===== src/rtl/jesd204_tpl_dac_framer.sv =====
// jesd204_tpl_dac_framer
//
// Transmit-side JESD204 transport layer. It takes per-channel samples from
// the DAC DMA or from an internal source (zero, ramp, PN7). Each sample is
// formatted to the converter resolution and output coding. The samples are
// then packed into per-lane link beats for the TX link layer.
//
// The datapath is a two-stage pipeline:
//   stage 1 : source select + format, registered into s1_data
//   stage 2 : frame packing, registered into link_data
// Both stages advance together whenever the link can accept a beat, or when
// the output register is still empty.
//
// Optional feature macro: JESD204_TPL_DAC_PN_EN
//   defined   : per-channel PN7 generators are built, and data_sel = 2 selects them
//   undefined : no PN logic, and data_sel = 2 outputs zero
//
// Ports:
//   link_clk    single clock for the whole block
//   reset       synchronous, active-high
//   enable      per-channel DMA enable
//   data_sel    per-channel source, 2 bits each: 0 DMA, 1 zero, 2 PN7, 3 ramp
//   dac_valid   per-channel DMA read strobe
//   dac_ddata   DMA samples; channel c, sample s at [16*(c*DPW+s) +: 16]
//   dac_dunf    DMA underflow flag, qualified by any dac_valid
//   dunf_count  saturating count of underflowed beats
//   link_valid  output beat valid
//   link_ready  link layer accepts the beat
//   link_data   lane l at [8*OCTETS_PER_BEAT*l +: 8*OCTETS_PER_BEAT], octet 0 in the low byte

module jesd204_tpl_dac_framer #(
    parameter int NUM_LANES            = 2,
    parameter int NUM_CHANNELS         = 2,
    parameter int SAMPLES_PER_FRAME    = 1,
    parameter int CONVERTER_RESOLUTION = 16,
    parameter int BITS_PER_SAMPLE      = 16,
    parameter int OCTETS_PER_BEAT      = 4,
    parameter int TWOS_COMPLEMENT      = 1,
    localparam int DPW = OCTETS_PER_BEAT * 8 * NUM_LANES / NUM_CHANNELS / 16
) (
    input  logic                               link_clk,
    input  logic                               reset,
    input  logic [NUM_CHANNELS-1:0]            enable,
    input  logic [2*NUM_CHANNELS-1:0]          data_sel,
    output logic [NUM_CHANNELS-1:0]            dac_valid,
    input  logic [16*DPW*NUM_CHANNELS-1:0]     dac_ddata,
    input  logic                               dac_dunf,
    output logic [15:0]                        dunf_count,
    output logic                               link_valid,
    input  logic                               link_ready,
    output logic [8*OCTETS_PER_BEAT*NUM_LANES-1:0] link_data
);

    localparam int CH_W   = 16 * DPW;
    localparam int DATA_W = CH_W * NUM_CHANNELS;
    localparam int LANE_W = 8 * OCTETS_PER_BEAT;
    // Octets per lane per frame, and frames carried in one beat
    localparam int F      = NUM_CHANNELS * SAMPLES_PER_FRAME * 2 / NUM_LANES;
    localparam int FPB    = OCTETS_PER_BEAT / F;
    localparam logic [15:0] FMT_MASK = 16'hFFFF << (BITS_PER_SAMPLE - CONVERTER_RESOLUTION);

    logic                               adv;
    logic                               s1_valid;
    logic [DATA_W-1:0]                  s1_data;
    logic [DATA_W-1:0]                  src_data;
    logic [DATA_W-1:0]                  fmt_data;
    logic [LANE_W*NUM_LANES-1:0]        frame_data;
    logic [NUM_CHANNELS-1:0][15:0]      ramp_q;
    logic [NUM_CHANNELS-1:0][15:0]      ramp_next;
    logic [1:0]                         sel;
`ifdef JESD204_TPL_DAC_PN_EN
    logic [NUM_CHANNELS-1:0][6:0]       pn_q;
    logic [NUM_CHANNELS-1:0][6:0]       pn_next;
    logic [6:0]                         pn_tmp;
    logic [CH_W-1:0]                    pn_bits;
`endif

    // The whole pipeline moves when the output slot is free or being taken
    assign adv = link_ready | ~link_valid;

    // Keep the top N bits. Offset binary is two's complement with the MSB flipped.
    function automatic logic [15:0] fmt_sample(input logic [15:0] x);
        logic [15:0] y;
        y = x & FMT_MASK;
        if (TWOS_COMPLEMENT == 0) begin
            y[15] = ~y[15];
        end
        return y;
    endfunction

    // Stage 1 source select, and the next state of the generators.
    // dac_valid is gated by reset so that the DMA sees no reads while the
    // pipeline is being cleared, even though adv is high then.
    always_comb begin
        dac_valid = '0;
        src_data  = '0;
        ramp_next = ramp_q;
        sel       = 2'd0;
`ifdef JESD204_TPL_DAC_PN_EN
        pn_next   = pn_q;
        pn_tmp    = 7'h00;
        pn_bits   = '0;
`endif
        for (int c = 0; c < NUM_CHANNELS; c++) begin
            sel = data_sel[2*c +: 2];
            case (sel)
                2'd0: begin
                    if (enable[c]) begin
                        dac_valid[c] = adv & ~reset;
                        if (!dac_dunf) begin
                            src_data[CH_W*c +: CH_W] = dac_ddata[CH_W*c +: CH_W];
                        end
                    end
                end
                2'd3: begin
                    for (int s = 0; s < DPW; s++) begin
                        src_data[16*(c*DPW+s) +: 16] = ramp_q[c] + 16'(s);
                    end
                    ramp_next[c] = ramp_q[c] + 16'(DPW);
                end
`ifdef JESD204_TPL_DAC_PN_EN
                // State bit 6 is the next sequence bit to send. The first bit
                // sent in a beat goes into the MSB of sample 0.
                2'd2: begin
                    pn_tmp = pn_q[c];
                    for (int b = 0; b < CH_W; b++) begin
                        pn_bits[16*(b/16) + 15 - (b%16)] = pn_tmp[6];
                        pn_tmp = {pn_tmp[5:0], pn_tmp[6] ^ pn_tmp[5]};
                    end
                    src_data[CH_W*c +: CH_W] = pn_bits;
                    pn_next[c] = pn_tmp;
                end
`endif
                default: ;
            endcase
        end
    end

    // Format every sample on its way into stage 1
    always_comb begin
        fmt_data = '0;
        for (int i = 0; i < DATA_W/16; i++) begin
            fmt_data[16*i +: 16] = fmt_sample(src_data[16*i +: 16]);
        end
    end

    // Ramp and PN generators step only on beats that are actually taken
    always_ff @(posedge link_clk) begin
        if (reset) begin
            ramp_q <= '0;
`ifdef JESD204_TPL_DAC_PN_EN
            pn_q   <= {NUM_CHANNELS{7'h7F}};
`endif
        end else if (adv) begin
            ramp_q <= ramp_next;
`ifdef JESD204_TPL_DAC_PN_EN
            pn_q   <= pn_next;
`endif
        end
    end

    // Stage 1 register. Once it is filled it stays full until reset.
    always_ff @(posedge link_clk) begin
        if (reset) begin
            s1_valid <= 1'b0;
            s1_data  <= '0;
        end else if (adv) begin
            s1_valid <= 1'b1;
            s1_data  <= fmt_data;
        end
    end

    // Frame packing is pure wiring. Frame f uses sample f*S.. of each channel.
    // Its octet string (channel 0 first, MSB first) is cut into F-octet chunks,
    // one chunk per lane, and frames are laid out in increasing octet order.
    for (genvar f = 0; f < FPB; f++) begin : g_frame
        for (genvar l = 0; l < NUM_LANES; l++) begin : g_lane
            for (genvar j = 0; j < F; j++) begin : g_oct
                localparam int OCT      = l*F + j;
                localparam int CH       = (OCT/2) / SAMPLES_PER_FRAME;
                localparam int SMP      = f*SAMPLES_PER_FRAME + (OCT/2) % SAMPLES_PER_FRAME;
                localparam int BYTE_LSB = 16*(CH*DPW + SMP) + (((OCT % 2) == 0) ? 8 : 0);
                assign frame_data[LANE_W*l + 8*(f*F + j) +: 8] = s1_data[BYTE_LSB +: 8];
            end
        end
    end

    // Stage 2 / output register
    always_ff @(posedge link_clk) begin
        if (reset) begin
            link_valid <= 1'b0;
            link_data  <= '0;
        end else if (adv && s1_valid) begin
            link_valid <= 1'b1;
            link_data  <= frame_data;
        end
    end

    // Underflow counter. It counts only beats where the DMA was really read.
    always_ff @(posedge link_clk) begin
        if (reset) begin
            dunf_count <= 16'h0000;
        end else if (dac_dunf && (|dac_valid) && (dunf_count != 16'hFFFF)) begin
            dunf_count <= dunf_count + 16'h0001;
        end
    end

endmodule


===== config.mk =====
export PLATFORM = sky130hd
export DESIGN_NAME = jesd204_tpl_dac_framer
export DESIGN_NICKNAME = d
export VERILOG_FILES = /design/src/rtl/jesd204_tpl_dac_framer.sv
export SDC_FILE = /design/constraint.sdc
export NUM_CORES = 1
export LEC_CHECK = 0
export CAP_MARGIN = 30
export CORE_UTILIZATION = 45
export DETAILED_ROUTE_END_ITERATION = 8
export MAX_ROUTING_LAYER = met4
export PLACE_DENSITY_LB_ADDON = 0.2
export SLEW_MARGIN = 25
export SYNTH_ARGS = -nofsm -noshare
export SYNTH_HDL_FRONTEND = slang
export SYNTH_SLANG_ARGS = --single-unit

===== constraint.sdc =====
create_clock -name link_clk -period 2.3 [get_ports link_clk]
set_input_delay 0.69 -clock link_clk [delete_from_list [all_inputs] [get_ports link_clk]]
set_output_delay 0.69 -clock link_clk [all_outputs]
set_load 0.01 [all_outputs]

==> flow_summary.json <==
{
  "cts_inserted_buffers": 17,
  "grt_pass1_vias": 5835,
  "yosysTopAreaCell": "dfxtp_1",
  "holdCritStartpoint": "link_data[19]",
  "synth_edf_count": 0,
  "layout_common_cells": "dfxtp_1, nand2_1, clkdlybuf4s50_1",
  "synth_flop_cell": "dfxtp_1",
  "track_usage_pct": 23.9,
  "power_frac_seq_pct": 47.7,
  "period_minus_slack_ps": 2210,
  "tightestPinTransition_ps": 977,
  "synth_top_family_by_area": "simple AND/OR/NAND/NOR gates",
  "area_delta_synth_final_pct": 37.5,
  "relSlewSlack_pct": 34.8,
  "placed_area_um2": 9060,
  "rsz0062_at_grt": "false",
  "first_pass_iters": 5,
  "path_clk_slew_ps": 70,
  "wl_met2_um": 9090,
  "layout_commonest_cell": "dfxtp_1",
  "arrival_ps": 1520,
  "power_density_nw_per_um2": 670,
  "synth_top_area_share_pct": 50.1,
  "cts.htree.levels": 4,
  "status": "complete, no violations",
  "drt_wl_total_um": 18400,
  "antenna_found_initial": 0,
  "fin_skew_ps": 10.2,
  "n_fill_cell": 1344,
  "syn_area_per_cell_um2": 8.49,
  "dieArea_um2": 16100,
  "dp_hpwl_um": 12600,
  "nets": 1067,
  "finalCritPeriodShare_pct": 96.0,
  "synth_mux_area_share_pct": 0.712,
  "final_area_um2": 9670,
  "num_rows": 45,
  "gp_congestion": 0.847,
  "route.top_layer_used": "met4",
  "switching_share_pct": 23.9,
  "viasPerCell": 5.39,
  "drv_cap": 0,
  "synthesis.nets": 909,
  "clockBufferDepth": 2,
  "grt_pass1_wl_um": 29600,
  "power_leakage_nw": 3.39,
  "instances_no_fill": 1186,
  "synth-async-reset-ratio_pct": 0,
  "dr_wl_met3_um": 918,
  "via_count": 6387,
  "root_buffer": "clkbuf_16",
  "yosysUniqueCellTypes": 36,
  "cp.required_ps": 1610,
  "met1_length_um": 8180,
  "power.share.clock_pct": 44.5,
  "die_y_um": 127,
  "start_util_pct": 46.2,
  "io_buffers": 156,
  "wl_per_cell_um": 15.5,
  "ys_seq_area_share_pct": 50.1,
  "final_antenna_net_count": 0,
  "setup_viol": 0,
  "min_path_type": "reg -> reg",
  "drive_gt1_share_pct": 9.42,
  "synthAdderAreaFrac_pct": 1.25,
  "multi_input_area_um2": 3290,
  "drt_iter0_drc": 502,
  "endpoint_kind": "output pin",
  "crit_type": "in -> out",
  "path_max_fanout": 2,
  "synth-simple-area-share_pct": 20.2,
  "start_kind": "input pin",
  "clock_sinks": 176,
  "hold_viol": 0,
  "power.switching_w": 0.00155,
  "synth_xor_area_share_pct": 3.86,
  "r2r-start": "dunf_count[3]",
  "synth_area_leaders": "dfxtp_1, nand2_1, a22oi_1, a21oi_1, a22o_1",
  "die_x_um": 127,
  "synth_compound_gate_area_share_pct": 20.1,
  "intPower_w": 0.00492,
  "core-area_um2": 15200,
  "slew_violations": 0,
  "critPathLaunch": "enable[1]",
  "dpl.cell_count": 1155,
  "syn_inst": 828,
  "globalRoute.totalOverflow": 0,
  "yosys_warnings": 0,
  "clock_latency_ps": 420,
  "fmax_mhz": 453,
  "drc": 0,
  "post-cts-setup-buffers": 0,
  "grt_max_degree": 97,
  "regArea_um2": 3520,
  "p_comb_share_pct": 7.8,
  "antenna_cells": 0,
  "syn_area_um2": 7030,
  "pin_count": 157,
  "cts_tree": "yes",
  "synth_seq_cells": 176,
  "ir_drop_mv": 0.476
}
-- Yosys cell counts (all sizes together), types with 7 or more instances --
master  number
a21oi       87
a22o        45
a22oi       63
and2         7
clkbuf      55
dfxtp      176
ha           7
inv         11
nand2      159
nand3       15
nand4       12
nor2        96
nor3        11
xnor2       16
xor2        15
-- cell type report --
class | instances | area share, %
well taps | 188 | 2.43
clock buffers | 18 | 4.44
inverters | 11 | 0.427
clock inverters | 13 | 1.57
flip-flops and latches | 176 | 36.4
multi-input cells | 581 | 34.0
repair buffers | 199 | 20.7
-- power by group through the flow --
stage | clock [W] | combinational, W | sequential (W)
3_3_place_gp | 0 | 0.000503 | 0.00316
2_1_floorplan | 0 | 0.000218 | 0.00315
6_report | 0.00288 | 0.000507 | 0.00309
3_5_place_dp | 0 | 0.000501 | 0.00316
5_1_grt | 0.00306 | 0.000548 | 0.00309
4_1_cts | 0.00292 | 0.000510 | 0.00309
-- state kept, by name (all words and copies together) (netlist names) --
register,count
link_data,64
s1_data,64
ramp_q,30
dunf_count,16
link_valid,1
s1_valid,1
-- repair_timing --
item | CTS | global route
hold buffers | 0 | 0
gates resized for setup | 22 | 2
setup endpoints to repair | 4 | 8
pin swaps | 1 | 0
endpoints found under the hold margin | 0 | 0
-- critical path, cell delays in order --
cell             delay [ps]
clkdlybuf4s50_1         490
nand2_1                  80
nor3_2                  110
buf_2                   150
-- cell families after synthesis --
group / after synthesis
adder cells (fa/ha/maj): 7
buffers and inverters: 71
AO/OA/AOI/OAI: 211
multiplexers: 5
XOR/XNOR: 31
AND/OR/NAND/NOR: 327
flip-flops: 176
-- path summary, 6_finish.rpt --
| kind | to | slack (ps) | depth (start not counted) |
|---|---|---|---|
| worst max-delay path | dac_valid[1] | 90 | 4 |
| worst max register to register | dunf_count[15] | 350 | 6 |
| worst min-delay path | link_data[19] | 450 | 2 |
| worst min register to register | link_data[19] | 450 | 2 |
-- metrics by stage --
stage	utilization [%]	hold slack (ps)	power, W	setup slack [ps]	TNS (ps)
floorplan	-	432	0.00337	66.6	0
global placement	59.6	439	0.00366	-643	-30300
detailed placement	59.6	443	0.00366	-660	-33660
CTS	63.6	453	0.00652	12.2	0
global route	63.6	468	0.00670	62.4	0
finish	63.6	452	0.00648	91.6	0
-- layer usage --
metal  global-route usage, %  vias to the layer above
li1                        -                     3214
met1                    29.2                     2977
met2                    39.4                      178
met3                    5.15                       18
met4                    7.35                        0
met5                       -                        -
Power figures use the tool's default switching activity.
